**src/rtl/bf_io_buffer_pkg.sv**
```systemverilog
// Shared constants and helpers for the bf cpu I/O bridge.
package bf_io_buffer_pkg;

   localparam int GEN_MODE_HOST  = 0;
   localparam int GEN_MODE_COUNT = 1;

   // Occupancy counters need one bit more than the address so DEPTH itself fits.
   function automatic int count_width(input int depth);
      return $clog2(depth) + 1;
   endfunction

endpackage

```
**src/rtl/bf_sync_fifo.sv**
```systemverilog
// First-word-fall-through synchronous FIFO with wrap-bit pointers and a registered occupancy count.
module bf_sync_fifo
   import bf_io_buffer_pkg::*;
#(
   parameter int WIDTH               = 8,
   parameter int DEPTH               = 16,
   parameter bit ALLOW_FULL_PUSH_POP = 1'b0
) (
   input  logic                          clk,
   input  logic                          rst,
   input  logic                          push,
   input  logic [WIDTH-1:0]              push_data,
   input  logic                          pop,
   output logic [WIDTH-1:0]              head,
   output logic                          full,
   output logic                          empty,
   output logic [count_width(DEPTH)-1:0] count
);

   localparam int AW = $clog2(DEPTH);
   localparam logic [AW:0] ONE = (AW + 1)'(1);

   logic [WIDTH-1:0] mem [DEPTH];
   logic [AW:0]      wr_ptr;
   logic [AW:0]      rd_ptr;
   logic             do_push;
   logic             do_pop;

   assign empty = (wr_ptr == rd_ptr);
   assign full  = (wr_ptr[AW] != rd_ptr[AW]) && (wr_ptr[AW-1:0] == rd_ptr[AW-1:0]);

   // The head is forced to zero when empty so unwritten storage never leaks onto the ports.
   assign head    = empty ? '0 : mem[rd_ptr[AW-1:0]];
   assign do_pop  = pop & ~empty;
   assign do_push = push & (~full | (ALLOW_FULL_PUSH_POP & do_pop));

   always_ff @(posedge clk) begin
      if (do_push) begin
         mem[wr_ptr[AW-1:0]] <= push_data;
      end
   end

   always_ff @(posedge clk or posedge rst) begin
      if (rst) begin
         wr_ptr <= '0;
         rd_ptr <= '0;
         count  <= '0;
      end else begin
         if (do_push) begin
            wr_ptr <= wr_ptr + ONE;
         end
         if (do_pop) begin
            rd_ptr <= rd_ptr + ONE;
         end
         case ({do_push, do_pop})
            2'b10:   count <= count + ONE;
            2'b01:   count <= count - ONE;
            default: count <= count;
         endcase
      end
   end

endmodule

```
**src/rtl/bf_io_buffer.sv**
```systemverilog
// Bridges the bf cpu byte ports to host valid/ready streams, with an optional counter source.
module bf_io_buffer
   import bf_io_buffer_pkg::*;
#(
   parameter int DATA_WIDTH  = 8,
   parameter int IN_DEPTH    = 16,
   parameter int OUT_DEPTH   = 16,
   parameter int GEN_MODE    = GEN_MODE_HOST,
   parameter int GEN_START   = 0,
   parameter int START_DELAY = 5
) (
   input  logic                              clk,
   input  logic                              rst,
   output logic [DATA_WIDTH-1:0]             cpu_data_in,
   output logic                              cpu_data_available,
   input  logic                              cpu_data_read,
   input  logic [DATA_WIDTH-1:0]             cpu_data_out,
   input  logic                              cpu_data_out_en,
   input  logic [DATA_WIDTH-1:0]             host_in_data,
   input  logic                              host_in_valid,
   output logic                              host_in_ready,
   output logic [DATA_WIDTH-1:0]             host_out_data,
   output logic                              host_out_valid,
   input  logic                              host_out_ready,
   output logic [count_width(IN_DEPTH)-1:0]  in_count,
   output logic [count_width(OUT_DEPTH)-1:0] out_count,
   output logic                              overflow,
   input  logic                              overflow_clr
);

   logic out_full;
   logic out_empty;
   logic out_drop;

   if (GEN_MODE == GEN_MODE_HOST) begin : g_host_src
      logic in_full;
      logic in_empty;

      bf_sync_fifo #(
         .WIDTH               (DATA_WIDTH),
         .DEPTH               (IN_DEPTH),
         .ALLOW_FULL_PUSH_POP (1'b0)
      ) u_in_fifo (
         .clk       (clk),
         .rst       (rst),
         .push      (host_in_valid),
         .push_data (host_in_data),
         .pop       (cpu_data_read),
         .head      (cpu_data_in),
         .full      (in_full),
         .empty     (in_empty),
         .count     (in_count)
      );

      assign cpu_data_available = ~in_empty;
      assign host_in_ready      = ~in_full;
   end else begin : g_count_src
      logic [DATA_WIDTH-1:0] gen_value;
      logic [7:0]            delay_left;
      logic                  unused_host_in;

      assign unused_host_in = ^{host_in_data, host_in_valid};

      // Availability latches high once the start delay has run out and never drops again.
      always_ff @(posedge clk or posedge rst) begin
         if (rst) begin
            gen_value  <= DATA_WIDTH'(GEN_START);
            delay_left <= 8'(START_DELAY);
         end else begin
            if (delay_left != 8'd0) begin
               delay_left <= delay_left - 8'd1;
            end
            if (cpu_data_read && (delay_left == 8'd0)) begin
               gen_value <= gen_value + DATA_WIDTH'(1);
            end
         end
      end

      assign cpu_data_in        = gen_value;
      assign cpu_data_available = (delay_left == 8'd0);
      assign host_in_ready      = 1'b0;
      assign in_count           = '0;
   end

   bf_sync_fifo #(
      .WIDTH               (DATA_WIDTH),
      .DEPTH               (OUT_DEPTH),
      .ALLOW_FULL_PUSH_POP (1'b1)
   ) u_out_fifo (
      .clk       (clk),
      .rst       (rst),
      .push      (cpu_data_out_en),
      .push_data (cpu_data_out),
      .pop       (host_out_ready),
      .head      (host_out_data),
      .full      (out_full),
      .empty     (out_empty),
      .count     (out_count)
   );

   assign host_out_valid = ~out_empty;

   // The cpu cannot be stalled, so a write into a full FIFO with no same-edge pop is lost.
   assign out_drop = cpu_data_out_en & out_full & ~host_out_ready;

   always_ff @(posedge clk or posedge rst) begin
      if (rst) begin
         overflow <= 1'b0;
      end else if (out_drop) begin
         overflow <= 1'b1;
      end else if (overflow_clr) begin
         overflow <= 1'b0;
      end
   end

endmodule
```
**config.mk**
```make
export PLATFORM = sky130hd
export DESIGN_NAME = bf_io_buffer
export DESIGN_NICKNAME = d
export VERILOG_FILES = /design/src/rtl/bf_io_buffer_pkg.sv /design/src/rtl/bf_sync_fifo.sv /design/src/rtl/bf_io_buffer.sv
export SDC_FILE = /design/constraint.sdc
export NUM_CORES = 1
export LEC_CHECK = 0
export CAP_MARGIN = 20
export CORE_MARGIN = 5
export CORE_UTILIZATION = 40
export CTS_CLUSTER_DIAMETER = 80
export DETAILED_ROUTE_END_ITERATION = 10
export PLACE_DENSITY = 0.69
export SYNTH_ARGS = -nofsm -noshare
export SYNTH_HDL_FRONTEND = slang
export SYNTH_SLANG_ARGS = --single-unit
```
**constraint.sdc**
```tcl
create_clock -name clk -period 9.2 [get_ports clk]
set_clock_uncertainty 0.15 [all_clocks]
set_input_delay 1.84 -clock clk [delete_from_list [all_inputs] [get_ports clk]]
set_output_delay 1.84 -clock clk [all_outputs]
set_load 0.02 [all_outputs]
```
==> results.py <==
metrics = {
    "status": {
        "status": "complete, no violations",
    },
    "hold_path": {
        "min_to": "g_host_src.u_in_fifo.count[4]$_DFFE_PP0P_",
        "hp-class": "reg2reg",
        "whs_path_depth": 1,
        "hold_path.startpoint": "g_host_src.u_in_fifo.count[4]$_DFFE_PP0P_",
    },
    "clock_network": {
        "cts_resized": 0,
        "cts_hold_buffers": 0,
        "root_buffer": "clkbuf_16",
        "clk_latency_ns": 0.53,
        "clock_sinks": 287,
        "cts_buffers": 29,
        "cts_tree": "built",
        "path_clk_slew_ns": 0.06,
        "cts.htree.levels": 1,
        "clock_path_buffers": 3,
        "post_cts_buffers": 0,
    },
    "logic_synthesis": {
        "synth_flop_cell": "edfxtp_1",
        "synth_commonest_cells": "256 x edfxtp_1, 64 x mux4_2, 32 x a22oi_1, 31 x dfrtp_1, 30 x and3_1",
        "synth_top_cell_by_area": "edfxtp_1",
        "synth.distinct_cells": 40,
        "syn_inst": 614,
        "synth_edf_count": 256,
        "async_flop_share_pct": 10.8,
        "yosys-top-cells-area": "edfxtp_1 66%, mux4_2 12%, dfrtp_1 6.7%",
        "synth.most_common_cell": "edfxtp_1",
        "yosys_warnings": 0,
        "syn-num-nets": 655,
        "synthDominantCellAreaShare_pct": 66.0,
        "ys_seq_elements": 287,
        "avgSynthCellArea_um2": 19.0,
        "syn-cell-area_um2": 11700,
        "synth_seq_area_share_pct": 72.6,
    },
    "floorplanning": {
        "start_util_pct": 40.6,
        "die-height_um": 181,
        "io_pins": 53,
        "rows": 62,
        "core_um2": 28700,
        "dieWidth_um": 181,
        "fp.dieArea_um2": 32600,
    },
    "timing": {
        "hold_viol": 0,
        "slew_headroom_pct": 33.3,
        "tns_ns": 0,
        "fin_hold_ws_ns": 0.326,
        "max_freq_mhz": 190,
        "setup_viol": 0,
        "fin_crit_ns": 5.26,
        "finalCritPeriodShare_pct": 57.2,
        "worstMarginPinSlew_ns": 0.999,
        "setup_ws_ns": 3.94,
        "rsz0062_at_grt": "false",
        "slew_viol_final": 0,
    },
    "drt": {
        "drtIter0Drc": 443,
        "drtAntennaViolNets": 0,
        "wl_per_cell_um": 20.9,
        "vias": 5714,
        "wirelength_um": 22400,
        "route.detailed.drc": 0,
        "drt-pass1-iter-count": 5,
        "vias_per_cell": 5.32,
    },
    "setup_path": {
        "worstSetupPathType": "reg2out",
        "start_kind": "flop",
        "r2r_start": "u_out_fifo.rd_ptr[0]$_DFFE_PP0P_",
        "reg2reg_depth": 13,
        "cp.required_ns": 7.21,
        "r2r-end": "u_out_fifo.count[4]$_DFFE_PP0P_",
        "reg2reg_slack_ns": 5.19,
        "cp.arrival_ns": 3.27,
        "worstSetupEndpointType": "output pin",
        "cp_max_fo": 36,
    },
    "global_routing": {
        "grt-ovfl-total": 0,
        "grt_start_max_net_pins": 37,
        "grt_pass1_vias": 5992,
        "grt_pass1_wl_um": 35000,
        "grt_antenna_before_repair": 0,
        "grt_use_total_pct": 13.5,
    },
    "layout": {
        "antenna_cells": 0,
        "syn2layout_area_growth_pct": 15.2,
        "nNetsFinal": 710,
        "final_util_pct": 46.8,
        "final_layout_size_suffix_gt1_share_pct": 17.2,
        "final_cells": 1074,
        "final_area_um2": 13400,
    },
    "power_and_ir_drop": {
        "p_total_mw": 4.34,
        "ir_drop_v": 0.000179,
        "p_leak_nw": 4.52,
        "power_density_nw_per_um2": 323,
    },
    "placed_design": {
        "gp_congestion": 0.744,
        "dp.cells": 1021,
        "dpl.hpwl_um": 14100,
        "place_ws_ns": 3.86,
        "port_buffers": 52,
        "placed_cell_area_um2": 12500,
    },
    "flow_run": {
        "maxCapViolations": 0,
    },
}
[critical path, stage by stage, from the launching register on]
cell             delay (ns)
dfrtp_2                0.34
buf_4                  0.54
xnor2_1                0.19
nand4_1                0.15
nor2b_1                0.80
a21oi_1                0.12
clkdlybuf4s50_1        0.60
[layout make-up]
cell class              count  area, um^2
fillers                  2397       15300
flip-flops and latches    287        8470
multi-input cells         277        2970
clock buffers              36         752
repair buffers             60         581
well taps                 384         480
clock inverters            16         130
inverters                  14        52.6
[how the worst max path moves through the flow]
stage                                                endpoint  slack, ns  depth (start not counted)                             start
global placement    g_host_src.u_in_fifo.count[4]$_DFFE_PP0P_       4.07                         10                     host_in_valid
global route                                 host_out_data[1]       3.55                          6  u_out_fifo.rd_ptr[0]$_DFFE_PP0P_
floorplan           g_host_src.u_in_fifo.count[4]$_DFFE_PP0P_       5.18                         10                     host_in_valid
CTS                                          host_out_data[1]       3.82                          6  u_out_fifo.rd_ptr[0]$_DFFE_PP0P_
finish                                       host_out_data[5]       3.94                          6  u_out_fifo.rd_ptr[0]$_DFFE_PP0P_
detailed placement  g_host_src.u_in_fifo.count[4]$_DFFE_PP0P_       3.86                         10                     host_in_valid
[report_power, final]
group          switching, mW  internal [mW]
Combinational          0.813          0.704
Sequential             0.116           1.61
Clock                  0.461          0.632
Total                   1.39           2.95
[placed cells by master, fill, tap and decap left out, types with 2 or more instances in the layout]
cell type | netlist | routed
edfxtp_1 | 256 | 256
mux4_2 | 64 | 64
clkdlybuf4s50_1 | 0 | 52
a22oi_1 | 32 | 32
and3_1 | 30 | 30
clkbuf_16 | 0 | 29
dfrtp_1 | 31 | 29
a21oi_1 | 22 | 22
xor2_1 | 21 | 21
ha_1 | 17 | 17
xnor2_1 | 15 | 15
inv_1 | 14 | 14
nand2_1 | 13 | 13
nor2b_1 | 12 | 12
nor2_1 | 11 | 11
buf_4 | 2 | 8
o21ai_0 | 7 | 7
clkinv_1 | 0 | 7
clkbuf_1 | 13 | 7
nand4_1 | 5 | 5
nor3_1 | 4 | 4
and2_1 | 4 | 4
clkinv_2 | 0 | 4
mux2_2 | 2 | 2
nand2b_1 | 2 | 2
nor3b_1 | 2 | 2
clkinvlp_4 | 0 | 2
bufinv_16 | 0 | 2
dfrtp_2 | 0 | 2
[registers in the layout, summed over array words and instances (netlist names)]
| signal | cells |
|---|---|
| u_out_fifo.wr_ptr | 5 |
| u_out_fifo.mem | 128 |
| g_host_src.u_in_fifo.count | 5 |
| overflow | 1 |
| g_host_src.u_in_fifo.rd_ptr | 5 |
| u_out_fifo.count | 5 |
| u_out_fifo.rd_ptr | 5 |
| g_host_src.u_in_fifo.wr_ptr | 5 |
| g_host_src.u_in_fifo.mem | 128 |
[kinds of logic after synthesis]
group | share of synthesized area, %
compound gates | 3.76
mux | 12.7
flops | 72.6
buf+inv | 1.93
xor+xnor | 2.71
simple gates | 4.29
fa+ha+maj | 2.00
[metal layers]
layer / track usage (%) / wire length, um / vias to the layer above / part of all wire [%]
met1: 19.2 / 9660 / 2950 / 43
met3: 2.48 / 1330 / 30 / 5.9
met5: 0 / 0 / - / 0
met2: 22.1 / 11100 / 169 / 49
li1: - / - / 2565 / -
met4: 2.84 / 333 / 0 / 1.5
Power figures use the tool's default switching activity.
